`src/rtl/micro_sequencer.sv`:
```
// RV32I control unit with a built-in micro-sequencer for the custom UMUL
// (iterative multiply) and MEMC (word-by-word memory copy) instructions.
// Every control output is registered; stall holds PC/IR while a multi-cycle
// op is in flight. Handshake: an instruction is taken on a rising edge when
// instr_valid=1 and stall=0; a memory access completes on a rising edge
// where mem_ready=1, otherwise the sequencer holds its outputs unchanged.
module micro_sequencer #(
   parameter int WIDTH      = 32,
   parameter int MUL_CYCLES = 4,
   parameter int MAX_COPY   = 16,
   parameter int CNT_W      = $clog2(MAX_COPY + 1)
) (
   input  logic             clk,
   input  logic             rst,
   input  logic [WIDTH-1:0] instr,
   input  logic             instr_valid,
   input  logic             zero,
   input  logic [CNT_W-1:0] copy_len,
   input  logic             mem_ready,
   output logic             reg_write_en,
   output logic             data_write_en,
   output logic             alu_src_1,
   output logic             alu_src_2,
   output logic [3:0]       alu_control,
   output logic [1:0]       result_src,
   output logic [1:0]       pc_src,
   output logic [1:0]       imm_src,
   output logic [2:0]       ls_src,
   output logic             stall,
   output logic             busy,
   output logic [CNT_W-1:0] mc_offset,
   output logic             illegal
);

   localparam int MC_W = (MUL_CYCLES > 1) ? $clog2(MUL_CYCLES) : 1;
   localparam logic [CNT_W-1:0] MAX_LEN = CNT_W'(MAX_COPY);

   localparam logic [3:0] ALU_AND  = 4'b0000;
   localparam logic [3:0] ALU_OR   = 4'b0001;
   localparam logic [3:0] ALU_ADD  = 4'b0010;
   localparam logic [3:0] ALU_XOR  = 4'b0011;
   localparam logic [3:0] ALU_SLL  = 4'b0100;
   localparam logic [3:0] ALU_SRL  = 4'b0101;
   localparam logic [3:0] ALU_SUB  = 4'b0110;
   localparam logic [3:0] ALU_SRA  = 4'b0111;
   localparam logic [3:0] ALU_SLT  = 4'b1000;
   localparam logic [3:0] ALU_SLTU = 4'b1001;
   localparam logic [3:0] ALU_UMUL = 4'b1010;

   localparam logic [2:0] LS_WORD = 3'b010;

   typedef enum logic [1:0] {IDLE, MUL, COPY_RD, COPY_WR} state_t;

   state_t           state, state_n;
   logic [MC_W-1:0]  cnt, cnt_n;
   logic [CNT_W-1:0] idx, idx_n;
   logic [CNT_W-1:0] len, len_n;
   logic [CNT_W-1:0] len_clamp;

   logic [6:0] opcode;
   logic [2:0] f3;
   logic [6:0] f7;

   // decoded fields for single-cycle instructions
   logic       d_rwe, d_dwe, d_a1, d_a2, d_branch;
   logic [3:0] d_alu;
   logic [1:0] d_rs, d_pc, d_imm;
   logic [2:0] d_ls;
   logic       d_illegal, d_umul, d_memc;

   // next values of the registered outputs
   logic             rwe_n, dwe_n, a1_n, a2_n, stall_n, busy_n, illegal_n;
   logic [3:0]       alu_n;
   logic [1:0]       rs_n, pc_n, imm_n;
   logic [2:0]       ls_n;
   logic [CNT_W-1:0] off_n;

   assign opcode    = instr[6:0];
   assign f3        = instr[14:12];
   assign f7        = instr[31:25];
   assign len_clamp = (copy_len > MAX_LEN) ? MAX_LEN : copy_len;

   // alt selects SUB/SRA (funct7 bit 5) where the encoding allows it
   function automatic logic [3:0] alu_sel(input logic [2:0] fn3, input logic alt);
      case (fn3)
         3'b000:  return alt ? ALU_SUB : ALU_ADD;
         3'b001:  return ALU_SLL;
         3'b010:  return ALU_SLT;
         3'b011:  return ALU_SLTU;
         3'b100:  return ALU_XOR;
         3'b101:  return alt ? ALU_SRA : ALU_SRL;
         3'b110:  return ALU_OR;
         default: return ALU_AND;
      endcase
   endfunction

   // instruction decode into a single-cycle control word plus classification
   always_comb begin
      d_rwe = 1'b0; d_dwe = 1'b0; d_a1 = 1'b0; d_a2 = 1'b0; d_branch = 1'b0;
      d_alu = 4'b0000; d_rs = 2'b00; d_pc = 2'b00; d_imm = 2'b00; d_ls = 3'b000;
      d_illegal = 1'b0; d_umul = 1'b0; d_memc = 1'b0;
      case (opcode)
         7'b0110011: begin // R-type ALU
            d_rwe = 1'b1;
            d_alu = alu_sel(f3, f7[5]);
            if (!(f7 == 7'b0000000 ||
                  (f7 == 7'b0100000 && (f3 == 3'b000 || f3 == 3'b101))))
               d_illegal = 1'b1;
         end
         7'b0010011: begin // I-type ALU; only SRAI may use funct7 bit 5
            d_rwe = 1'b1;
            d_a2  = 1'b1;
            d_alu = alu_sel(f3, (f3 == 3'b101) && f7[5]);
            if ((f3 == 3'b001 && f7 != 7'b0000000) ||
                (f3 == 3'b101 && f7 != 7'b0000000 && f7 != 7'b0100000))
               d_illegal = 1'b1;
         end
         7'b0000011: begin // loads
            d_rwe = 1'b1; d_a2 = 1'b1; d_alu = ALU_ADD; d_rs = 2'b01; d_ls = f3;
            if (f3 == 3'b011 || f3 == 3'b110 || f3 == 3'b111) d_illegal = 1'b1;
         end
         7'b0100011: begin // stores
            d_dwe = 1'b1; d_a2 = 1'b1; d_alu = ALU_ADD; d_imm = 2'b01; d_ls = f3;
            if (f3[2] || f3 == 3'b011) d_illegal = 1'b1;
         end
         7'b1100011: begin // branches; zero comes from the ALU compare
            d_branch = 1'b1; d_alu = ALU_SUB; d_imm = 2'b10;
            if (f3 == 3'b010 || f3 == 3'b011) d_illegal = 1'b1;
         end
         7'b1101111: begin // JAL: target = PC + J-imm (extender tells J from U by instr[3])
            d_rwe = 1'b1; d_a1 = 1'b1; d_a2 = 1'b1; d_alu = ALU_ADD;
            d_rs = 2'b10; d_pc = 2'b01; d_imm = 2'b11;
         end
         7'b1100111: begin // JALR
            d_rwe = 1'b1; d_a2 = 1'b1; d_alu = ALU_ADD; d_rs = 2'b10; d_pc = 2'b10;
            if (f3 != 3'b000) d_illegal = 1'b1;
         end
         7'b0110111: begin // LUI
            d_rwe = 1'b1; d_a2 = 1'b1; d_alu = ALU_ADD; d_imm = 2'b11;
         end
         7'b0010111: begin // AUIPC
            d_rwe = 1'b1; d_a1 = 1'b1; d_a2 = 1'b1; d_alu = ALU_ADD; d_imm = 2'b11;
         end
         7'b0110000: begin // UMUL
            if (f3 == 3'b000 && f7 == 7'b0000000) d_umul = 1'b1;
            else d_illegal = 1'b1;
         end
         7'b0000000: begin // MEMC
            if (f3 == 3'b000) d_memc = 1'b1;
            else d_illegal = 1'b1;
         end
         7'b0001111: begin // FENCE: nothing to order here, issue a NOP
         end
         7'b1110011: begin // only ECALL/EBREAK; both issue a NOP
            if (instr[31:7] != 25'h0000000 && instr[31:7] != 25'h0002000)
               d_illegal = 1'b1;
         end
         default: d_illegal = 1'b1;
      endcase
   end

   // next state and next registered control word
   always_comb begin
      state_n = state; cnt_n = cnt; idx_n = idx; len_n = len;
      rwe_n = 1'b0; dwe_n = 1'b0; a1_n = 1'b0; a2_n = 1'b0;
      alu_n = 4'b0000; rs_n = 2'b00; pc_n = 2'b00; imm_n = 2'b00; ls_n = 3'b000;
      stall_n = 1'b0; busy_n = 1'b0; illegal_n = 1'b0; off_n = '0;
      case (state)
         IDLE: begin
            if (instr_valid) begin
               if (d_illegal) begin
                  illegal_n = 1'b1;
               end else if (d_umul) begin
                  alu_n = ALU_UMUL;
                  if (MUL_CYCLES > 1) begin
                     state_n = MUL;
                     cnt_n   = MC_W'(MUL_CYCLES - 1);
                     stall_n = 1'b1;
                     busy_n  = 1'b1;
                  end else begin
                     rwe_n = 1'b1;
                  end
               end else if (d_memc) begin
                  // a zero-length copy falls through as a NOP
                  if (len_clamp != '0) begin
                     state_n = COPY_RD;
                     idx_n   = '0;
                     len_n   = len_clamp;
                     rs_n    = 2'b01;
                     ls_n    = LS_WORD;
                     stall_n = 1'b1;
                     busy_n  = 1'b1;
                  end
               end else begin
                  rwe_n = d_rwe; dwe_n = d_dwe; a1_n = d_a1; a2_n = d_a2;
                  alu_n = d_alu; rs_n = d_rs; imm_n = d_imm; ls_n = d_ls;
                  pc_n  = d_branch ? (zero ? 2'b01 : 2'b00) : d_pc;
               end
            end
         end
         MUL: begin
            alu_n = ALU_UMUL;
            if (cnt == MC_W'(1)) begin
               state_n = IDLE;
               rwe_n   = 1'b1;
            end else begin
               cnt_n   = cnt - MC_W'(1);
               stall_n = 1'b1;
               busy_n  = 1'b1;
            end
         end
         COPY_RD: begin
            rs_n = 2'b01; ls_n = LS_WORD; off_n = idx;
            stall_n = 1'b1; busy_n = 1'b1;
            if (mem_ready) begin
               state_n = COPY_WR;
               dwe_n   = 1'b1;
            end
         end
         COPY_WR: begin
            if (!mem_ready) begin
               dwe_n = 1'b1; rs_n = 2'b01; ls_n = LS_WORD; off_n = idx;
               stall_n = 1'b1; busy_n = 1'b1;
            end else if ({1'b0, idx} + 1'b1 == {1'b0, len}) begin
               state_n = IDLE;
            end else begin
               state_n = COPY_RD;
               idx_n   = idx + 1'b1;
               rs_n = 2'b01; ls_n = LS_WORD; off_n = idx + 1'b1;
               stall_n = 1'b1; busy_n = 1'b1;
            end
         end
         default: state_n = IDLE;
      endcase
   end

   // state and output registers; reset aborts any op in flight
   always_ff @(posedge clk or posedge rst) begin
      if (rst) begin
         state <= IDLE; cnt <= '0; idx <= '0; len <= '0;
         reg_write_en <= 1'b0; data_write_en <= 1'b0;
         alu_src_1 <= 1'b0; alu_src_2 <= 1'b0; alu_control <= 4'b0000;
         result_src <= 2'b00; pc_src <= 2'b00; imm_src <= 2'b00; ls_src <= 3'b000;
         stall <= 1'b0; busy <= 1'b0; mc_offset <= '0; illegal <= 1'b0;
      end else begin
         state <= state_n; cnt <= cnt_n; idx <= idx_n; len <= len_n;
         reg_write_en <= rwe_n; data_write_en <= dwe_n;
         alu_src_1 <= a1_n; alu_src_2 <= a2_n; alu_control <= alu_n;
         result_src <= rs_n; pc_src <= pc_n; imm_src <= imm_n; ls_src <= ls_n;
         stall <= stall_n; busy <= busy_n; mc_offset <= off_n; illegal <= illegal_n;
      end
   end

endmodule
```
`config.mk`:
```
export PLATFORM = sky130hd
export DESIGN_NAME = micro_sequencer
export DESIGN_NICKNAME = d
export VERILOG_FILES = /design/src/rtl/micro_sequencer.sv
export SDC_FILE = /design/constraint.sdc
export NUM_CORES = 1
export LEC_CHECK = 0
export CAP_MARGIN = 5
export CORE_ASPECT_RATIO = 0.9
export CORE_MARGIN = 1.5
export CORE_UTILIZATION = 62
export DETAILED_ROUTE_END_ITERATION = 10
export DONT_BUFFER_PORTS = 1
export HOLD_SLACK_MARGIN = 0.05
export PLACE_DENSITY = 0.78
export SLEW_MARGIN = 0
export SYNTH_ARGS = -nofsm -noshare
export SYNTH_HDL_FRONTEND = slang
export SYNTH_SLANG_ARGS = --single-unit
```
`constraint.sdc`:
```
create_clock -name clk -period 2.5 [get_ports clk]
set_input_delay 0.375 -clock clk [delete_from_list [all_inputs] [get_ports clk]]
set_output_delay 0.375 -clock clk [all_outputs]
set_load 0.01 [all_outputs]
```
==> results of run 1 <==
[worst max-delay path, stage by stage, from the launching register on]
cell and delay (ns):
dfrtp_1 0.44, ha_1 0.25, xor3_1 0.36, nor3_1 0.37
o211ai_4 0.21, nand4_4 0.15, mux2_4 0.30, a21o_1 0.17
[cell families (layout without fill, tap and decap cells)]
| logic type | count (synthesis) | count (layout) |
|---|---|---|
| simple gates | 115 | 115 |
| compound gates | 60 | 60 |
| flops | 38 | 38 |
| buf+inv | 29 | 25 |
| xor+xnor | 9 | 9 |
| mux | 6 | 6 |
| fa+ha+maj | 2 | 2 |
[sequential cells by signal (all words and copies together), names as in the netlist]
register	flops
idx	5
state	2
data_write_en	1
pc_src	2
busy	1
alu_src_2	1
mc_offset	5
imm_src	2
len	5
alu_control	4
ls_src	3
illegal	1
cnt	2
reg_write_en	1
result_src	2
alu_src_1	1
[placed cells by master, fill, tap and decap left out, types with 2 or more instances in the layout]
cell type,netlist,routed
a21o_1,4,4
a21oi_1,6,6
a221oi_1,3,3
a22oi_1,2,2
a32o_1,2,2
a32oi_1,3,3
and2_1,5,5
and3_1,3,3
buf_4,4,8
clkbuf_8,0,6
dfrtp_1,38,38
ha_1,2,2
inv_1,11,11
mux2_4,2,2
mux2i_1,3,3
nand2_1,30,30
nand2b_1,8,8
nand3_1,9,9
nand4_1,4,4
nand4bb_1,2,2
nor2_1,14,14
nor2b_1,3,3
nor3_1,9,9
nor3b_1,3,3
nor4_1,7,7
nor4_2,3,3
o21a_1,3,3
o21ai_0,22,22
o21bai_1,2,2
xnor2_1,4,4
xor2_1,4,4
[per-layer routing]
layer	global-route usage, %	share of wire, %
met3	8.51	9.6
met4	9.07	1.6
met5	0	0
met2	35.7	43
met1	42.5	46
[power by group]
part / internal, mW / switching, mW
clock network: 0.213 / 0.206
registers: 0.748 / 0.120
logic: 0.353 / 0.425
[worst min-delay path by stage]
stage | from | endpoint | cells after the start
finish | rst | alu_control[1]$_DFF_PP0_ | 2
global route | rst | alu_control[1]$_DFF_PP0_ | 2
CTS | rst | alu_control[1]$_DFF_PP0_ | 2
detailed placement | rst | alu_control[3]$_DFF_PP0_ | 2
global placement | rst | mc_offset[0]$_DFF_PP0_ | 2
floorplan | cnt[0]$_DFFE_PP0P_ | cnt[0]$_DFFE_PP0P_ | 1
[area by class of cell]
cell class                 instances  share of cell area, %
clock buffer                       6                   3.32
inverter                          11                   1.66
multi-input combinational        192                   52.1
sequential                        38                   38.2
tap                               46                   2.31
timing repair buffer               8                   2.41
[through the flow]
step / power, mW / instances / util [%] / hold WS, ns / cell area, µm²
6_report: 2.06 / 301 / 66.7 / 0.0742 / 2490
4_1_cts: 2.07 / 301 / 66.7 / 0.0929 / 2490
5_1_grt: 2.20 / 301 / 66.7 / 0.143 / 2490
2_1_floorplan: 1.52 / 259 / - / 0.451 / 2410
3_5_place_dp: 1.65 / 295 / 64.5 / 0.405 / 2400
3_3_place_gp: 1.62 / 295 / 64.5 / 0.405 / 2400
==> impl_metrics.tcl, run 1 <==
set metrics [dict create \
    synth.area.mux_share_pct 2.96 \
    die_w_um 68.8 \
    max-vdd-ir-drop_mv 0.466 \
    status "finished clean" \
    rows 21 \
    synthSimpleGateAreaFrac_pct 28.0 \
    initial_core_util_pct 64.7 \
    timing.final.ws_setup_ns 0.146 \
    cts_tree "yes" \
    cts_sinks 38 \
    drt-vias-per-instance 6.45 \
    vias 1940 \
    tightest_slew_ns 0.487 \
    layout-drive-gt1-share_pct 12.2 \
    clkTransAtPathRegs_ns 0.08 \
    fmax_mhz 425 \
    overflow 0 \
    synthArstFlopShare_pct 100 \
    crit_start "idx[1]$_DFFE_PP0P_" \
    fillers 301 \
    leakagePower_nw 1.04 \
    critPathArrivalTime_ns 2.54 \
    ys.flop_type "dfrtp_1" \
    io_buffer_count 0 \
    slew_headroom_pct 67.5 \
    synth_compound_area_share_pct 17.8 \
    slew_viol_final 0 \
    yosysTopAreaCellShare_pct 39.4 \
    synth-adder-area-share_pct 1.04 \
    post_cts_buffers 0 \
    avgSynthCellArea_um2 9.31 \
    ios 67 \
    cts-resized-gates 0 \
    fin_crit_ns 2.35 \
    synth.most_common_cell "dfrtp_1" \
    cts_inserted_buffers 5 \
    fp.dieH_um 62.2 \
    synth_xor_area_share_pct 3.89 \
    ys_seq_elements 38 \
    yosysTopAreaCell "dfrtp_1" \
    grt_pass1_wl_um 8790 \
    cp-end-kind "register" \
    ys_types 63 \
    die_area_um2 4270 \
    yosys-top-cells-count "dfrtp_1 (38), nand2_1 (30), o21ai_0 (22)" \
    maxCapViolCount 0 \
    dp_slack_ns 0.167 \
    syn-num-nets 303 \
    ys.warnings.count 0 \
    multi_input_comb_area_um2 1290 \
    start_kind "register" \
    regToRegEndpoint "idx[4]$_DFFE_PP0P_" \
    cp.required_ns 2.69 \
    final-seq-area_um2 951 \
    syn_inst 259 \
    seq_area_frac_synth_pct 39.4 \
    grt_pass1_vias 1826 \
    fin_crit_sh_pct 94.2 \
    min_path_type "primary input to asynchronous set/reset pin" \
    clockBufferDepth 2 \
    place.gp.congestion 0.945 \
    grt_max_degree 39 \
    fin_skew_ns 0.0139 \
    drc 0 \
    synthTopCellsByArea "dfrtp_1 (39%), nand2_1 (4.7%), o21ai_0 (4.6%), buf_6 (2.3%), nor2_1 (2.2%)" \
    power.density_nw_per_um2 830 \
    clk_latency_ns 0.30 \
    final_net_count 300 \
    critPathMaxFanout 7 \
    antenna_cells 0 \
    rsz0062_at_grt "false" \
    r2r_start "idx[1]$_DFFE_PP0P_" \
    hold_viol_final 0 \
    r2r_slack_ns 0.15 \
    drt-pass1-iter-count 5 \
    fin_tns_setup_ns 0 \
    antenna_found_initial 0 \
    htree_levels 2 \
    crit_type "register to register" \
    core-area_um2 3730 \
    grt_util_all_layers_pct 27.4 \
    setup_viol 0 \
    holdBufCountCts 0 \
    cts_root_buf "clkbuf_8" \
    area_growth_pct 3.11 \
    drt-initial-drc-count 136 \
    rr_worst_depth 7 \
    dp_hpwl_um 3810 \
    synth_edf_count 0 \
    ant_nets 0 \
    mappedNetlistArea_um2 2410 \
    cp-endpoint "idx[4]$_DFFE_PP0P_" \
    routed_wl_um 5250 \
    synth_top_family_by_area "simple AND/OR/NAND/NOR gates" \
    wl_per_cell_um 17.4 \
]
Power figures use the tool's default switching activity.
==> run 2, diff against run 1 <==
--- a/config.mk
+++ b/config.mk
@@ -11,6 +11,7 @@
 export CORE_UTILIZATION = 62
 export DETAILED_ROUTE_END_ITERATION = 10
 export DONT_BUFFER_PORTS = 1
+export GPL_TIMING_DRIVEN = 0
 export HOLD_SLACK_MARGIN = 0.05
 export PLACE_DENSITY = 0.78
 export SLEW_MARGIN = 0
==> run 2 against run 1 <==
Net effect:
- sequential share of layout area is 2.0 points lower
- final area is 5.5% higher
- cell count grew 5.0%
- total power is 3.1% higher
- critical endpoint unchanged
- largest cell class unchanged
- largest power group unchanged
==> impl_metrics.tcl, run 2 (same netlist as run 1, synthesis figures left out) <==
set metrics [dict create \
    status "finished clean" \
    fin_crit_sh_pct 92.7 \
    rr_worst_depth 7 \
    final_net_count 313 \
    clk_latency_ns 0.30 \
    vias 1991 \
    post_cts_buffers 0 \
    slew_headroom_pct 67.3 \
    p_sw_mw 0.811 \
    min_path_type "primary input to register" \
    crit_path_max_incr_delay_ns 0.48 \
    die_area_um2 4270 \
    place.gp.congestion 0.924 \
    whs_ns 0.217 \
    crit_start "idx[0]$_DFFE_PP0P_" \
    drt-pass1-iter-count 4 \
    maxCapViolCount 0 \
    slew_viol_final 0 \
    ios 67 \
    core-area_um2 3730 \
    worstHoldPathCells 2 \
    cts_tree "yes" \
    rows 21 \
    clockBufferDepth 2 \
    max-vdd-ir-drop_mv 0.601 \
    io_buffer_count 0 \
    grt_pass1_vias 1699 \
    setup_viol 0 \
    cp.required_ns 2.69 \
    largestRegisters "idx: 5 flops, len: 5 flops, mc_offset: 5 flops" \
    crit_family "flip-flops" \
    regToRegEndpoint "idx[4]$_DFFE_PP0P_" \
    antenna_cells 0 \
    dp_slack_ns 0.0210 \
    crit_type "register to register" \
    drt-vias-per-instance 6.30 \
    ant_nets 0 \
    wl_per_cell_um 16.2 \
    tightest_slew_ns 0.487 \
    hold_end "len[1]$_DFFE_PP0P_" \
    drc 0 \
    crit_chain "ha_1 > xor3_1 > nor3_4 > o211ai_4 > nand4_4 > mux2_4 > a21o_1" \
    critPathMaxFanout 10 \
    critPathArrivalTime_ns 2.51 \
    cp-end-kind "register" \
    layout_commonest_cell "dfrtp_1" \
    layout-drive-gt1-share_pct 15.2 \
    fp.dieH_um 62.2 \
    start_kind "register" \
    power.density_nw_per_um2 811 \
    grt_max_degree 16 \
    cts_sinks 38 \
    fin_skew_ns 0.0136 \
    path_buf_inv 0 \
    cts_inserted_buffers 5 \
    most-common-layout-cells "dfrtp_1 (38), nand2_1 (30), o21ai_0 (22), nor2_1 (14), inv_1 (11)" \
    r2r_start "idx[0]$_DFFE_PP0P_" \
    crit_slowest_cell "dfrtp_1" \
    antenna_found_initial 0 \
    routed_wl_um 5130 \
    power.share.clock_pct 20.0 \
    htree_levels 2 \
    leakagePower_nw 1.10 \
    cts_root_buf "clkbuf_8" \
    overflow 0 \
    drt-initial-drc-count 125 \
    switching_share_pct 38.1 \
    rsz0062_at_grt "false" \
    grt_util_all_layers_pct 25.6 \
    fmax_mhz 432 \
    clkTransAtPathRegs_ns 0.08 \
    p_comb_share_pct 38.8 \
    fin_tns_setup_ns 0 \
    p_seq_share_pct 41.3 \
    p_int_mw 1.32 \
    hold_viol_final 0 \
    timing.final.ws_setup_ns 0.183 \
    dp_hpwl_um 3870 \
    min_from "copy_len[1]" \
    fin_crit_ns 2.32 \
    grt_pass1_wl_um 8260 \
    die_w_um 68.8 \
    r2r_slack_ns 0.18 \
    initial_core_util_pct 64.7 \
    crit_cells 7 \
    area_growth_pct 8.77 \
]
-- run 2: cell types whose count changed in the layout (fill, tap and decap cells not counted), moves of 4 or more --
cell / before / now
clkbuf_1: 0 / 5
buf_6: 0 / 5
buf_2: 0 / 4
buf_4: 8 / 4
-- run 2: worst max path at each step --
stage	end	slack, ns
floorplan	idx[4]$_DFFE_PP0P_	0.23
global placement	idx[4]$_DFFE_PP0P_	0.02
detailed placement	idx[4]$_DFFE_PP0P_	0.02
CTS	idx[4]$_DFFE_PP0P_	0.007
global route	idx[4]$_DFFE_PP0P_	0.02
finish	idx[4]$_DFFE_PP0P_	0.18
-- run 2: repair_timing --
action / 4_1_cts / 5_1_grt
gates resized for setup: 0 / 2
setup endpoints to repair: 0 / 3
hold buffers: 1 / 0
hold endpoints to repair: 11 / 0
-- run 2: layout make-up --
| class | count | area [µm²] |
|---|---|---|
| timing repair buffer | 3 | 52.6 |
| clock inverter | 3 | 21.3 |
| sequential | 38 | 951 |
| clock buffer | 5 | 68.8 |
| buffer | 18 | 125 |
| tap | 46 | 57.6 |
| fill | 297 | 1110 |
| inverter | 11 | 41.3 |
| multi-input combinational | 192 | 1310 |
-- run 2: power groups by stage --
| stage | clock network, mW | registers [mW] | logic (mW) |
|---|---|---|---|
| final | 0.425 | 0.878 | 0.826 |
| after global routing | 0.459 | 0.900 | 0.913 |
| after CTS | 0.430 | 0.878 | 0.791 |
| after detailed placement | 0 | 0.890 | 0.787 |
| after global placement | 0 | 0.885 | 0.769 |
| after floorplan | 0 | 0.867 | 0.650 |
-- run 2: layer usage --
layer / wire, µm / global-route usage [%] / up-vias
met5: 0 / 0 / -
met4: 53 / 7.60 / 0
met3: 436 / 8.88 / 6
met2: 2110 / 33.1 / 88
met1: 2530 / 40.0 / 939
li1: - / - / 958
-- run 2: stage by stage --
| step | power [mW] | instance area (µm²) | utilization (%) | instances |
|---|---|---|---|---|
| finish | 2.13 | 2620 | 70.3 | 316 |
| detailed placement | 1.68 | 2510 | 67.3 | 307 |
| global placement | 1.65 | 2470 | 66.2 | 305 |
| CTS | 2.10 | 2610 | 70.0 | 316 |
| global route | 2.27 | 2620 | 70.3 | 316 |
| floorplan | 1.52 | 2410 | - | 259 |
-- run 2: worst reg2reg max path, stage by stage (launching register included) --
cell,delay [ns]
dfrtp_1,0.48
ha_1,0.30
xor3_1,0.40
nor3_4,0.19
o211ai_4,0.15
nand4_4,0.21
mux2_4,0.31
a21o_1,0.17
==> run 3, diff against run 2 <==
--- a/config.mk
+++ b/config.mk
@@ -7,7 +7,6 @@
 export LEC_CHECK = 0
 export CAP_MARGIN = 5
 export CORE_ASPECT_RATIO = 0.9
-export CORE_MARGIN = 1.5
 export CORE_UTILIZATION = 62
 export DETAILED_ROUTE_END_ITERATION = 10
 export DONT_BUFFER_PORTS = 1
==> run 3 against run 2 <==
Net effect:
- via count up 0.45%
- first-iteration DRC count up 57%
- critical endpoint unchanged
- hold slack worse by 0.15 ns
- die area down 3.0%
- flip-flop and latch count unchanged
- global-route usage up 3.0 points
- cell count down 0.63%
- clock-buffer cell count up 2
- sequential power up 0.6%
- highest routed layer unchanged
- clock power down 1%
==> impl_metrics.tcl, run 3 (same netlist as run 1, synthesis figures left out) <==
set metrics [dict create \
    max-vdd-ir-drop_mv 0.478 \
    io_buffer_count 0 \
    fin_skew_ns 0.0108 \
    fin_tns_setup_ns 0 \
    numPlacedInstances 306 \
    rr_worst_depth 7 \
    grt_pass1_vias 1743 \
    status "finished clean" \
    crit_chain "ha_1 > xor3_1 > nor3_2 > o211ai_4 > nand4_4 > mux2_4 > a21o_1" \
    holdBufCountCts 0 \
    crit_path_max_incr_delay_ns 0.48 \
    grt_pass1_wl_um 8580 \
    cts-resized-gates 1 \
    routed_wl_um 5440 \
    timing.final.ws_setup_ns 0.154 \
    crit_slowest_cell "dfrtp_1" \
    most-common-layout-cells "dfrtp_1 (38), nand2_1 (30), o21ai_0 (22), nor2_1 (14), inv_1 (11)" \
    final_net_count 311 \
    cts_inserted_buffers 5 \
    core-area_um2 3730 \
    utilization_pct 69.5 \
    grt_util_all_layers_pct 28.5 \
    cp.required_ns 2.67 \
    crit_type "register to register" \
    largestRegisters "idx: 5 flops, len: 5 flops, mc_offset: 5 flops" \
    critPathMaxFanout 10 \
    power.density_nw_per_um2 818 \
    hold_viol_final 0 \
    cts_tree "yes" \
    layout_commonest_cell "dfrtp_1" \
    start_kind "register" \
    die_w_um 67.8 \
    post_cts_buffers 0 \
    r2r_slack_ns 0.15 \
    rsz0062_at_grt "false" \
    min_path_type "primary input to asynchronous set/reset pin" \
    dp_slack_ns 0.00695 \
    drt-vias-per-instance 6.37 \
    cp-end-kind "register" \
    antenna_cells 0 \
    slew_headroom_pct 57.7 \
    tightest_slew_ns 0.635 \
    drc 0 \
    area_growth_pct 7.52 \
    antenna_found_initial 0 \
    grt_max_degree 24 \
    rows 21 \
    clockBufferDepth 2 \
    cts_sinks 38 \
    wl_per_cell_um 17.3 \
    fp.dieH_um 61.2 \
    ios 67 \
    critPathArrivalTime_ns 2.52 \
    htree_levels 2 \
    vias 2000 \
    clk_latency_ns 0.29 \
    drt-pass1-iter-count 4 \
    maxCapViolCount 0 \
    fmax_mhz 426 \
    initial_core_util_pct 64.7 \
    die_area_um2 4140 \
    fillers 320 \
    whs_ns 0.0636 \
    r2r_start "idx[0]$_DFFE_PP0P_" \
    ant_nets 0 \
    fin_crit_ns 2.35 \
    regToRegEndpoint "idx[4]$_DFFE_PP0P_" \
    finalNonFillerCells 314 \
    setup_viol 0 \
    drt-initial-drc-count 196 \
    overflow 0 \
    cts_root_buf "clkbuf_8" \
    clkTransAtPathRegs_ns 0.07 \
    fin_crit_sh_pct 93.9 \
    slew_viol_final 0 \
    leakagePower_nw 1.09 \
    place.gp.congestion 0.884 \
    dp_hpwl_um 4020 \
    layout-drive-gt1-share_pct 14.6 \
]
==> run 3: changes by cell type in the layout (fill, tap and decap cells not counted), sizes merged <==
cell | previous run | this run
buf | 15 | 14
clkbuf | 10 | 12
clkinv | 2 | 1
clkinvlp | 1 | 0
dlygate4sd3 | 1 | 0
==> run 3: worst max-delay path by stage <==
stage	start	to	depth (start not counted)	slack [ns]
after floorplan	idx[0]$_DFFE_PP0P_	idx[4]$_DFFE_PP0P_	7	0.23
after global placement	idx[0]$_DFFE_PP0P_	idx[4]$_DFFE_PP0P_	7	0.03
after detailed placement	idx[0]$_DFFE_PP0P_	idx[4]$_DFFE_PP0P_	7	0.007
after CTS	idx[0]$_DFFE_PP0P_	idx[4]$_DFFE_PP0P_	7	0.15
after global routing	idx[0]$_DFFE_PP0P_	idx[4]$_DFFE_PP0P_	7	0.01
final	idx[0]$_DFFE_PP0P_	idx[4]$_DFFE_PP0P_	7	0.15
==> run 3: metrics by stage <==
stage	total power, mW	cell area (µm²)
after floorplan	1.52	2410
after global placement	1.65	2470
after detailed placement	1.69	2500
after CTS	2.12	2590
after global routing	2.26	2590
final	2.12	2590
==> run 3: layer usage <==
layer | part of all wire [%] | vias to the layer above | global-route usage [%] | wire length [µm]
li1 | - | 958 | - | -
met1 | 47 | 946 | 42.4 | 2560
met2 | 45 | 91 | 42.0 | 2450
met3 | 7.4 | 5 | 6.48 | 401
met4 | 0.57 | 0 | 6.69 | 31
met5 | 0 | - | 0 | 0
==> run 3: cell type report <==
class | count | area [µm²] | area share (%)
multi-input combinational | 192 | 1300 | 50.1
buffer | 18 | 125 | 4.82
clock inverter | 1 | 5.00 | 0.193
timing repair buffer | 1 | 27.5 | 1.06
inverter | 11 | 41.3 | 1.59
clock buffer | 7 | 86.3 | 3.33
sequential | 38 | 951 | 36.7
tap | 46 | 57.6 | 2.22
==> run 3: where the power goes <==
| group | total [mW] | switching, mW | internal (mW) |
|---|---|---|---|
| Sequential | 0.883 | 0.135 | 0.747 |
| Clock | 0.420 | 0.198 | 0.222 |
| Combinational | 0.818 | 0.451 | 0.368 |
| Total | 2.12 | 0.784 | 1.34 |
==> run 3: worst max-delay path, delay by kind of cell, from the launching register on <==
family                   cells  cell delay, ns
flip-flops                   1            0.48
multiplexers                 1            0.31
AO/OA/AOI/OAI                2            0.35
adder cells (fa/ha/maj)      1            0.29
AND/OR/NAND/NOR              2            0.44
XOR/XNOR                     1            0.37
